[src/rtl/adder_pkg.sv]
// Shared definitions for the adder set: sequencer state encoding and default operand width.
package adder_pkg;

  localparam int DEFAULT_WIDTH = 8;

  typedef enum logic [1:0] {
    IDLE = 2'd0,
    RUN  = 2'd1,
    DONE = 2'd2
  } state_e;

endpackage

[src/rtl/fa_cell.sv]
// One-bit combinational full adder; the only arithmetic cell of the serial adder.
module fa_cell (
  input  logic x,
  input  logic y,
  input  logic ci,
  output logic s,
  output logic co
);

  assign s  = x ^ y ^ ci;
  assign co = (x & y) | (x & ci) | (y & ci);

endmodule

[src/rtl/serial_adder.sv]
// Bit-serial adder: adds two WIDTH-bit operands LSB-first, one bit per clock,
// through a start/busy/done handshake with a registered sum and carry-out.
module serial_adder
  import adder_pkg::*;
#(
  parameter  int WIDTH = DEFAULT_WIDTH,
  localparam int CNT_W = $clog2(WIDTH)
) (
  input  logic             clk,
  input  logic             rst,
  input  logic             start,
  input  logic [WIDTH-1:0] a,
  input  logic [WIDTH-1:0] b,
  input  logic             cin,
  output logic             busy,
  output logic             done,
  output logic [WIDTH-1:0] sum,
  output logic             cout
);

  localparam logic [CNT_W-1:0] LAST_CNT = CNT_W'(WIDTH - 1);

  state_e           r_state;
  state_e           w_next_state;
  logic [WIDTH-1:0] r_a_sr;
  logic [WIDTH-1:0] r_b_sr;
  logic [WIDTH-1:0] r_sum_sr;
  logic [WIDTH-1:0] r_sum;
  logic             r_cout;
  logic             r_carry;
  logic [CNT_W-1:0] r_cnt;
  logic             w_s;
  logic             w_c;
  logic             w_accept;
  logic             w_last;
  logic [WIDTH-1:0] w_sum_next;

  fa_cell u_fa (
    .x (r_a_sr[0]),
    .y (r_b_sr[0]),
    .ci(r_carry),
    .s (w_s),
    .co(w_c)
  );

  // A new request is taken in IDLE and also in DONE, which gives back-to-back operation.
  assign w_accept   = start && (r_state == IDLE || r_state == DONE);
  assign w_last     = (r_state == RUN) && (r_cnt == LAST_CNT);
  assign w_sum_next = {w_s, {(WIDTH-1){1'b0}}} | (r_sum_sr >> 1);

  // NOTE: next-state logic assigns its default first so no path leaves it unassigned (no latch).
  always_comb begin
    w_next_state = r_state;
    unique case (r_state)
      IDLE:    if (start) w_next_state = RUN;
      RUN:     if (w_last) w_next_state = DONE;
      DONE:    w_next_state = start ? RUN : IDLE;
      default: w_next_state = IDLE;
    endcase
  end

  // NOTE: sequential state uses non-blocking assignments so every register samples pre-edge values.
  always_ff @(posedge clk) begin
    if (rst) r_state <= IDLE;
    else     r_state <= w_next_state;
  end

  // NOTE: every datapath register is cleared by reset, so an aborted addition leaves nothing behind.
  always_ff @(posedge clk) begin
    if (rst) begin
      r_a_sr   <= '0;
      r_b_sr   <= '0;
      r_sum_sr <= '0;
      r_carry  <= 1'b0;
      r_cnt    <= '0;
      r_sum    <= '0;
      r_cout   <= 1'b0;
    end else if (w_accept) begin
      r_a_sr  <= a;
      r_b_sr  <= b;
      r_carry <= cin;
      r_cnt   <= '0;
    end else if (r_state == RUN) begin
      r_sum_sr <= w_sum_next;
      r_a_sr   <= r_a_sr >> 1;
      r_b_sr   <= r_b_sr >> 1;
      r_carry  <= w_c;
      r_cnt    <= r_cnt + CNT_W'(1);
      if (w_last) begin
        r_sum  <= w_sum_next;
        r_cout <= w_c;
      end
    end
  end

  assign busy = (r_state == RUN);
  assign done = (r_state == DONE);
  assign sum  = r_sum;
  assign cout = r_cout;

endmodule
[config.mk]
export PLATFORM = sky130hd
export DESIGN_NAME = serial_adder
export DESIGN_NICKNAME = d
export VERILOG_FILES = /design/src/rtl/adder_pkg.sv /design/src/rtl/fa_cell.sv /design/src/rtl/serial_adder.sv
export SDC_FILE = /design/constraint.sdc
export NUM_CORES = 1
export LEC_CHECK = 0
export CAP_MARGIN = 10
export CORE_ASPECT_RATIO = 0.6
export CORE_UTILIZATION = 29
export DETAILED_ROUTE_END_ITERATION = 10
export PLACE_DENSITY = 0.53
export SLEW_MARGIN = 10
export SYNTH_ARGS = -nofsm -noshare
export SYNTH_HDL_FRONTEND = slang
export SYNTH_SLANG_ARGS = --single-unit
[constraint.sdc]
create_clock -name clk -period 2.93 [get_ports clk]
set_clock_uncertainty 0.2 [all_clocks]
set_input_delay 0.293 -clock clk [delete_from_list [all_inputs] [get_ports clk]]
set_output_delay 0.293 -clock clk [all_outputs]
set_load 0.05 [all_outputs]
After elaboration in Yosys (flattened, before gate mapping)
Index checks and enable logic that the tools add are counted.
{"block": "word_totals", "register_bits": 39, "input_bits": 20, "output_inout_bits": 11, "wordCells": 42}
{"block": "op_classes", "addsub": 1, "n_eq_ne": 5, "mux": 10, "n_bitwise": 9, "n_reduce_logical": 9}
{"cell": "$mux 8", "n": 4}
{"cell": "$or 8x7->8", "n": 1}
{"cell": "$pmux 2 s3", "n": 1}
{"cell": "$mux 2", "n": 2}
{"cell": "$reduce_and 2->1", "n": 2}
{"cell": "$add 3x1->3 const B", "n": 1}
{"cell": "$and 1x1->1", "n": 3}
{"cell": "$eq 3x3->1 const B", "n": 1}
{"cell": "$mux 1", "n": 3}
{"cell": "$reduce_and 3->1", "n": 1}
{"cell": "$eq 2x1->1 const B", "n": 1}
{"cell": "$eq 2x2->1 const B", "n": 1}
{"cell": "$logic_and 1x1->1", "n": 2}
{"cell": "$logic_not 2->1", "n": 1}
{"cell": "$ne 2x1->1 const B", "n": 1}
{"cell": "$ne 2x2->1 const B", "n": 1}
{"cell": "$or 1x1->1", "n": 2}
{"cell": "$reduce_bool 2->1", "n": 1}
{"cell": "$reduce_or 2->1", "n": 1}
{"cell": "$xor 1x1->1", "n": 2}
{"cell": "$logic_or 1x1->1", "n": 1}
{"cell": "$not 1->1", "n": 1}

Longest topological paths before layout
Gate-level depths: netlist of the first run.
{"block": "depth", "word_depth": 5, "mapped_depth": 6, "mapped_depth_nobuf": 5}

Cells and area by module
Synthesis of the first run repeated with hierarchy kept, for this count alone.
{"block": "hier_totals", "hier_cells": 177, "area_unflattened_um2": 1550.2}
{"mod": "serial_adder", "n_inst": 1, "cells_per_inst": 176, "area_per_inst_um2": 1530.2, "seq_area_each_um2": 760.7}
{"mod": "fa_cell", "n_inst": 1, "cells_per_inst": 1, "area_per_inst_um2": 20.0, "seq_area_each_um2": 0.0}

Worst setup path before layout of the first run
No wires, ideal clock.
{"block": "synth_path", "path_type": "reg2out", "startpoint": "reg r_state[1]", "endpoint": "out done", "arrival_time_ns": 1.023, "required_time_ns": 2.437, "setup_slack_ns": 1.414, "path_stages_with_launch": 2, "path_buffers": 0, "cell_sequence": "dfxtp_1 nor2b_1"}
{"block": "synth_via", "elab_chain_cells": 1}
{"element": "from (decl)", "line_no": "serial_adder.sv:23", "rtl": "state_e r_state;"}
{"element": "from (signal assigned)", "line_no": "serial_adder.sv:65", "rtl": "else r_state <= w_next_state;"}
{"element": "$eq 2x2->1", "line_no": "serial_adder.sv:97", "rtl": "assign done = (r_state == DONE);"}
{"element": "to (decl)", "line_no": "serial_adder.sv:16", "rtl": "output logic done,"}
No other way between the ends.

Worst setup path in the final report of the first run
{"block": "layout_path", "startpoint": "reg r_state[1]", "endpoint": "out busy"}
{"block": "layout_via", "elab_chain_cells": 1}
{"element": "$eq 2x1->1", "line_no": "serial_adder.sv:96", "rtl": "assign busy = (r_state == RUN);"}
{"element": "to (decl)", "line_no": "serial_adder.sv:15", "rtl": "output logic busy,"}
No other way between the ends.

==> flow_summary.yaml, run 1 <==
sta:
  period_share: 0.7137
  hold_ws_ns: 0.2544
  final.min_clock_period_ns: 2.091
  tightest_slew_ns: 0.8617
  fmax_mhz: 478.2
  grt_setup_unrepaired: "false"
  slew_headroom: 0.4256
  drv_slew: 0
  final-hold-violation-count: 0
  finalSetupViolations: 0
  totalNegativeSetupSlack_ns: 0
clocking:
  root_buffer: "clkbuf_8"
  clockBufferDepth: 2
  htree_levels: 2
  clk_pin_slew_ns: 0.07
  hold_buffers: 0
  cts_sinks: 38
  numCtsBuffers: 5
  tritoncts: "built"
  post_cts_buffers: 0
  clk_latency_ns: 0.28
  cts_resized: 0
power:
  power_frac_clock: 0.327
  power_frac_comb: 0.125
  p_leak_nw: 0.6616
  internal_power_mw: 0.7599
  pwr_density_cell_nw_per_um2: 530.2
  irDropWorstVdd_v: 0.0001616
  p_total_mw: 1.012
  p_sw_frac: 0.2489
  sequentialPowerShare: 0.548
  p_sw_mw: 0.2519
routing:
  via_count: 1274
  antenna_left: 0
  remaining_drc_errors: 0
  drt_iter0_drc: 49
  firstDrtPassIters: 4
  routed_via_density: 4.844
  routed_wl_mm: 3.372
  wl_per_cell_um: 12.82
global_route:
  grtUsageTotal: 0.1360
  grt_max_degree: 35
  antenna_found_initial: 0
  grt_pass1_vias: 1147
  grt_pass1_wl_mm: 5.637
  overflow: 0
placed_design:
  portBuffers: 30
  placed_cells: 256
  dp_hpwl_mm: 2.229
  gp_congestion: 0.7135
floorplanning:
  design.core.area_um2: 4778
  start_util: 0.3168
  dieArea_um2: 5523
  die_h_um: 57.97
  die_x_um: 95.28
  io_pins: 31
  rows: 19
final_layout:
  diodes: 0
  drive_above_1_share: 0.06500
  area_growth_syn_to_layout_pct: 26.03
  seqCellArea_um2: 760.7
  multi_input_area_um2: 655.6
  fill_cells: 486
  fin_nets: 223
  fin_cells: 263
yosys:
  synth.distinct_cells: 25
  synth-seq-area-share: 0.5025
  synthTopCellsByArea: "dfxtp_1 (50%), nand2_1 (8.2%), a21oi_1 (7.6%)"
  syn_area_um2: 1514
  syn_nets: 197
  netlist_top_cells_count: "dfxtp_1 (38), nand2_1 (33), a21oi_1 (23)"
  avgSynthCellArea_um2: 8.701
  yosys_warnings: 0
  ys_async_sr_fraction: 0
  synth_edf_count: 0
  yosysTopAreaCell: "dfxtp_1"
  synth.most_common_cell: "dfxtp_1"
  synth-main-ff-cell: "dfxtp_1"
  ys_ff_latch: 38
  synth_cells: 174
  yosysTopAreaCellShare: 0.5025
hold_path:
  hold_path.class: "reg -> reg"
  holdPathStages: 2
worst_setup_path:
  startpoint_type: "flip-flop"
  r2r.worst_path.cells: 6
  crit_required_ns: 2.44
  r2r-end: "sum[7]"
  rrSetupSlack_ns: 1.13
  r2r_start: "r_cnt[0]"
  worstSetupEndpoint: "busy"
  arrival_ns: 1.60
  criticalPathCategory: "reg -> out"
  critPathLaunch: "r_state[1]"
  critPathMaxFanout: 34
  crit_path_end_kind: "output port"
run_status:
  status: "finished, final reports clean"
job:
  drv_cap: 0
==> sequential cells by signal, indices dropped and copies added, names as in the netlist <==
| register | flops |
|---|---|
| r_a_sr | 8 |
| r_state | 2 |
| r_sum_sr | 7 |
| cout | 1 |
| r_b_sr | 8 |
| sum | 8 |
| r_carry | 1 |
| r_cnt | 3 |
==> routing by layer <==
metal | share of wire | track usage | vias up
met4 | 0.0095 | 0.05844 | 0
met2 | 0.41 | 0.1847 | 39
li1 | - | - | 655
met1 | 0.52 | 0.1914 | 575
met3 | 0.063 | 0.04987 | 5
met5 | 0 | 0 | -
==> critical path: stages (launching register included) <==
cell and delay [ns]:
dfxtp_1 0.33, nand2b_1 0.10, buf_4 0.30, clkinv_4 0.29, buf_4 0.28
==> layout by cell type, fill, tap and decap left out <==
| cell type | count |
|---|---|
| nand2_1 | 33 |
| clkdlybuf4s50_1 | 29 |
| clkbuf_1 | 2 |
| nor3_1 | 12 |
| o22ai_1 | 4 |
| a311oi_2 | 1 |
| fa_1 | 1 |
| nor2_1 | 7 |
| clkbuf_8 | 5 |
| nand2b_1 | 2 |
| nand3b_1 | 1 |
| ha_1 | 2 |
| clkinv_4 | 1 |
| a21oi_1 | 23 |
| nor2b_1 | 2 |
| mux2i_1 | 3 |
| dfxtp_1 | 38 |
| a311oi_1 | 4 |
| buf_4 | 5 |
| a22oi_1 | 6 |
| nand2_2 | 1 |
| nand3_1 | 16 |
| o21a_1 | 1 |
| xnor2_1 | 1 |
==> cell type report <==
cell class	count	area share
sequential	38	0.3987
multi-input combinational	120	0.3436
timing repair buffer	34	0.1718
inverter	1	0.004590
clock buffer	7	0.04000
tap	63	0.04131
==> through the flow <==
stage,setup slack [ns],instance area [um^2],util
after floorplan,1.414,1514,-
after global placement,1.024,1832,0.3833
after CTS,0.8220,1908,0.3993
after global routing,0.7145,1908,0.3993
after detailed placement,0.8940,1832,0.3833
final,0.8389,1908,0.3993
==> worst min path at each step <==
stage	from	to	slack, ns
after floorplan	b[7]	r_b_sr[7]	0.23
after global placement	r_sum_sr[1]	r_sum_sr[1]	0.24
after detailed placement	sum[0]	sum[0]	0.25
after CTS	sum[0]	sum[0]	0.26
after global routing	sum[6]	sum[6]	0.28
final	sum[0]	sum[0]	0.25
==> power by group through the flow <==
stage / Sequential, mW / Clock, mW / Combinational, mW
after floorplan: 0.562 / 0 / 0.0904
after global placement: 0.565 / 0 / 0.123
after detailed placement: 0.566 / 0 / 0.127
after CTS: 0.554 / 0.343 / 0.128
after global routing: 0.557 / 0.368 / 0.141
final: 0.554 / 0.331 / 0.126
==> cells by family (layout without fill, tap and decap cells) <==
group	after synthesis	count (layout)	share of synthesized area
AO/OA/AOI/OAI	39	39	0.1603
XOR/XNOR	1	1	0.005786
adder cells (fa/ha/maj)	3	3	0.02975
buffers and inverters	16	42	0.06446
flip-flops	38	38	0.5025
multiplexers	3	3	0.01984
AND/OR/NAND/NOR	74	74	0.2174
No activity file was read; power rests on OpenSTA's default activity.
==> run 2: changes to the inputs <==
==> constraint.sdc (replaced) <==
create_clock -name clk -period 2 [get_ports clk]
set_clock_uncertainty 0.2 [all_clocks]
set_input_delay 0.2 -clock clk [delete_from_list [all_inputs] [get_ports clk]]
set_output_delay 0.2 -clock clk [all_outputs]
set_load 0.05 [all_outputs]
==> run 2 against run 1 <==
Compared with the run above: utilization increased by 0.79 points; power rose by 61%; count of clock-buffer cells in the layout fell by 2; first-iteration DRC count is 14% lower; via count fell by 0.16%.
==> flow_summary.yaml, run 2 (same netlist as run 1, synthesis figures left out) <==
worst_setup_path:
  cp.buffers_inverters: 1
  critPathMaxFanout: 2
  arrival_ns: 1.47
  startpoint_type: "flip-flop"
  max_stage_delay_ns: 0.82
  r2r-end: "sum[0]"
  crit_path_end_kind: "output port"
  critPathTopFamily: "buffers and inverters"
  rrSetupSlack_ns: 0.47
  crit_required_ns: 1.60
  cp_slowest_cell: "clkdlybuf4s50_1"
  criticalPathCategory: "reg -> out"
  r2r.worst_path.cells: 5
  cp_cell_sequence: "clkdlybuf4s50_1"
  r2r_start: "r_cnt[0]"
routing:
  drt_iter0_drc: 42
  via_count: 1272
  remaining_drc_errors: 0
  firstDrtPassIters: 4
  wl_per_cell_um: 12.84
  routed_wl_mm: 3.402
  routed_via_density: 4.800
  antenna_left: 0
power:
  pwr_density_cell_nw_per_um2: 839.8
  irDropWorstVdd_v: 0.0002988
  p_sw_mw: 0.3919
  power_frac_clock: 0.387
  p_sw_frac: 0.2399
  power_frac_comb: 0.115
  p_leak_nw: 0.6879
  sequentialPowerShare: 0.497
  internal_power_mw: 1.242
job:
  drv_cap: 0
hold_path:
  holdPathEnd: "sum[6]"
  holdPathStages: 2
  hold_path.class: "reg -> reg"
  hold_path.startpoint: "sum[6]"
final_layout:
  mostFrequentLayoutCell: "dfxtp_1"
  diodes: 0
  drive_above_1_share: 0.08911
  postLayoutCellArea_um2: 1946
  mostFrequentLayoutCells: "dfxtp_1 (38), nand2_1 (33), clkdlybuf4s50_1 (28)"
  fin_nets: 224
  area_growth_syn_to_layout_pct: 28.51
floorplanning:
  die_x_um: 95.28
  dieArea_um2: 5523
  design.core.area_um2: 4778
  die_h_um: 57.97
  io_pins: 31
  start_util: 0.3168
  rows: 19
sta:
  tightest_slew_ns: 0.5050
  finalSetupViolations: 0
  final.min_clock_period_ns: 1.874
  slew_headroom: 0.6623
  grt_setup_unrepaired: "false"
  drv_slew: 0
  final-hold-violation-count: 0
  fmax_mhz: 533.7
  totalNegativeSetupSlack_ns: 0
  period_share: 0.9368
global_route:
  grt_pass1_wl_mm: 5.637
  grt_max_degree: 39
  grt_pass1_vias: 1162
  grtUsageTotal: 0.1351
  antenna_found_initial: 0
  overflow: 0
clocking:
  numCtsBuffers: 5
  tritoncts: "built"
  clk_latency_ns: 0.29
  cts_resized: 0
  post_cts_buffers: 0
  root_buffer: "clkbuf_8"
  hold_buffers: 0
  cts_sinks: 38
  htree_levels: 2
  clk_pin_slew_ns: 0.08
  clockBufferDepth: 2
placed_design:
  portBuffers: 30
  dp_hpwl_mm: 2.208
  placed_area_um2: 1837
  gp_congestion: 0.7603
run_status:
  status: "finished, final reports clean"
[run 2: area by class of cell]
class,instances,area (um^2)
clock buffers,5,68.82
clock inverters,3,40.04
fillers,480,2833
inverters,1,8.758
multi-input cells,120,655.6
flip-flops and latches,38,760.7
well taps,63,78.83
repair buffers,35,332.8
[run 2: worst max-delay path by stage]
stage                     cells after the start       start  slack (ns)   endpoint
after floorplan                               1  r_state[1]        0.58       done
after global placement                        5       start        0.40  r_a_sr[7]
after detailed placement                      5       start        0.38  r_a_sr[7]
after CTS                                     1      sum[3]        0.11     sum[3]
after global routing                          1      sum[3]        0.07     sum[3]
final                                         1      sum[3]        0.13     sum[3]
[run 2: metal layers]
layer  up-vias  GRT usage  part of all wire
met3         2    0.04331             0.047
met2        25     0.1918              0.41
met4         0    0.03896            0.0029
li1        654          -                 -
met1       591     0.1945              0.54
met5         -          0                 0
[run 2: per-stage QoR]
step | setup WS, ns | instances | power [mW] | util | hold WS [ns]
after floorplan | 0.5775 | 174 | 0.9560 | - | 0.1360
after global placement | 0.3974 | 257 | 1.011 | 0.3844 | 0.2480
after detailed placement | 0.3814 | 257 | 1.018 | 0.3844 | 0.2487
after CTS | 0.1148 | 265 | 1.654 | 0.4072 | 0.2587
after global routing | 0.06787 | 265 | 1.717 | 0.4072 | 0.2730
final | 0.1264 | 265 | 1.634 | 0.4072 | 0.2565
[run 2: power groups by stage]
| stage | clock network (mW) | logic, mW | registers (mW) |
|---|---|---|---|
| after global routing | 0.694 | 0.207 | 0.816 |
| after global placement | 0 | 0.183 | 0.828 |
| final | 0.633 | 0.188 | 0.813 |
| after CTS | 0.653 | 0.189 | 0.812 |
| after detailed placement | 0 | 0.188 | 0.830 |
| after floorplan | 0 | 0.132 | 0.824 |
==> run 3: changes to the inputs <==
==> constraint.sdc (replaced) <==
create_clock -name clk -period 1.9 [get_ports clk]
set_clock_uncertainty 0.2 [all_clocks]
set_input_delay 0.19 -clock clk [delete_from_list [all_inputs] [get_ports clk]]
set_output_delay 0.19 -clock clk [all_outputs]
set_load 0.05 [all_outputs]
==> run 3 against run 2 <==
Compared with the run above: global-route usage is 0.16 points higher; largest power group unchanged; critical endpoint is now sum[2]; cell count is 0.38% higher; via count is 2.3% higher; utilization is 0.31 points lower; highest routed layer is now met3; hold slack worse by 0.0029 ns.
==> flow_summary.yaml, run 3 (same netlist as run 1, synthesis figures left out) <==
sta:
  period_share: 0.9456
  hold_ws_ns: 0.2536
  finalSetupViolations: 0
  final-hold-violation-count: 0
  tightest_slew_ns: 0.4902
  drv_slew: 0
  fmax_mhz: 556.6
  grt_setup_unrepaired: "false"
  final.min_clock_period_ns: 1.797
  setup_slack_ns: 0.1033
  totalNegativeSetupSlack_ns: 0
  slew_headroom: 0.6722
routing:
  firstDrtPassIters: 4
  drt_iter0_drc: 34
  routed_wl_mm: 3.384
  remaining_drc_errors: 0
  via_count: 1301
  routed_via_density: 4.891
  antenna_left: 0
  wl_per_cell_um: 12.72
floorplanning:
  dieArea_um2: 5523
  design.core.area_um2: 4778
  die_x_um: 95.28
  die_h_um: 57.97
  rows: 19
  io_pins: 31
  start_util: 0.3168
clocking:
  root_buffer: "clkbuf_8"
  clockBufferDepth: 2
  tritoncts: "built"
  htree_levels: 2
  numCtsBuffers: 5
  cts_resized: 0
  clk_pin_slew_ns: 0.07
  hold_buffers: 0
  clk_latency_ns: 0.28
  cts_sinks: 38
  post_cts_buffers: 0
final_layout:
  seqCellArea_um2: 760.7
  fin_nets: 225
  mostFrequentLayoutCells: "dfxtp_1 (38), nand2_1 (33), a21oi_1 (23)"
  mostFrequentLayoutCell: "dfxtp_1"
  fin_util: 0.4040
  multi_input_area_um2: 655.6
  fin_cells: 266
  diodes: 0
  area_growth_syn_to_layout_pct: 27.52
  drive_above_1_share: 0.1232
  fill_cells: 480
worst_setup_path:
  arrival_ns: 1.41
  cp.buffers_inverters: 1
  r2r_start: "r_cnt[0]"
  cp_slowest_cell: "clkdlybuf4s50_1"
  critPathTopFamily: "buffers and inverters"
  max_stage_delay_ns: 0.80
  criticalPathCategory: "reg -> out"
  crit_path_end_kind: "output port"
  startpoint_type: "flip-flop"
  critPathMaxFanout: 2
  crit_required_ns: 1.51
  cp_cell_sequence: "clkdlybuf4s50_1"
  critPathLaunch: "sum[2]"
placed_design:
  dp_hpwl_mm: 2.270
  portBuffers: 30
  placed_cells: 258
  gp_congestion: 0.6906
  pre_cts_slack_ns: 0.2984
global_route:
  grt_pass1_wl_mm: 5.858
  antenna_found_initial: 0
  grt_max_degree: 39
  grt_pass1_vias: 1287
  overflow: 0
  grtUsageTotal: 0.1367
power:
  p_leak_nw: 0.7018
  irDropWorstVdd_v: 0.0002738
  pwr_density_cell_nw_per_um2: 835.2
hold_path:
  hold_path.class: "reg -> reg"
  hold_path.startpoint: "sum[6]"
job:
  drv_cap: 0
run_status:
  status: "finished, final reports clean"
[run 3: path summary, 6_finish.rpt]
path	end	slack, ns	depth (start not counted)
setup / recovery	sum[2]	0.10	1
hold / removal	sum[6]	0.25	2
hold reg to reg	sum[6]	0.25	2
setup reg to reg	cout	0.31	5
[run 3: layout make-up]
class,instances,share of cell area
well taps,63,0.04083
flip-flops and latches,38,0.3940
clock buffers,7,0.04472
repair buffers,36,0.1737
multi-input cells,120,0.3396
inverters,1,0.004537
clock inverters,1,0.002592
[run 3: layer usage]
metal  up-vias  GRT usage  share of wire
met5         -          0              0
met1       613     0.1865           0.51
li1        659          -              -
met4         0    0.02597              0
met3         0    0.04593          0.062
met2        29     0.2122           0.43
[run 3: through the flow]
| step | area (um^2) | total power, mW |
|---|---|---|
| floorplan | 1514 | 1.006 |
| global placement | 1839 | 1.070 |
| detailed placement | 1839 | 1.077 |
| CTS | 1931 | 1.637 |
| global route | 1931 | 1.686 |
| finish | 1931 | 1.612 |
[run 3: power breakdown]
part	internal, mW	total [mW]	switching, mW
logic	0.0935	0.203	0.109
registers	0.832	0.855	0.0228
clock network	0.293	0.554	0.262
total	1.22	1.61	0.394
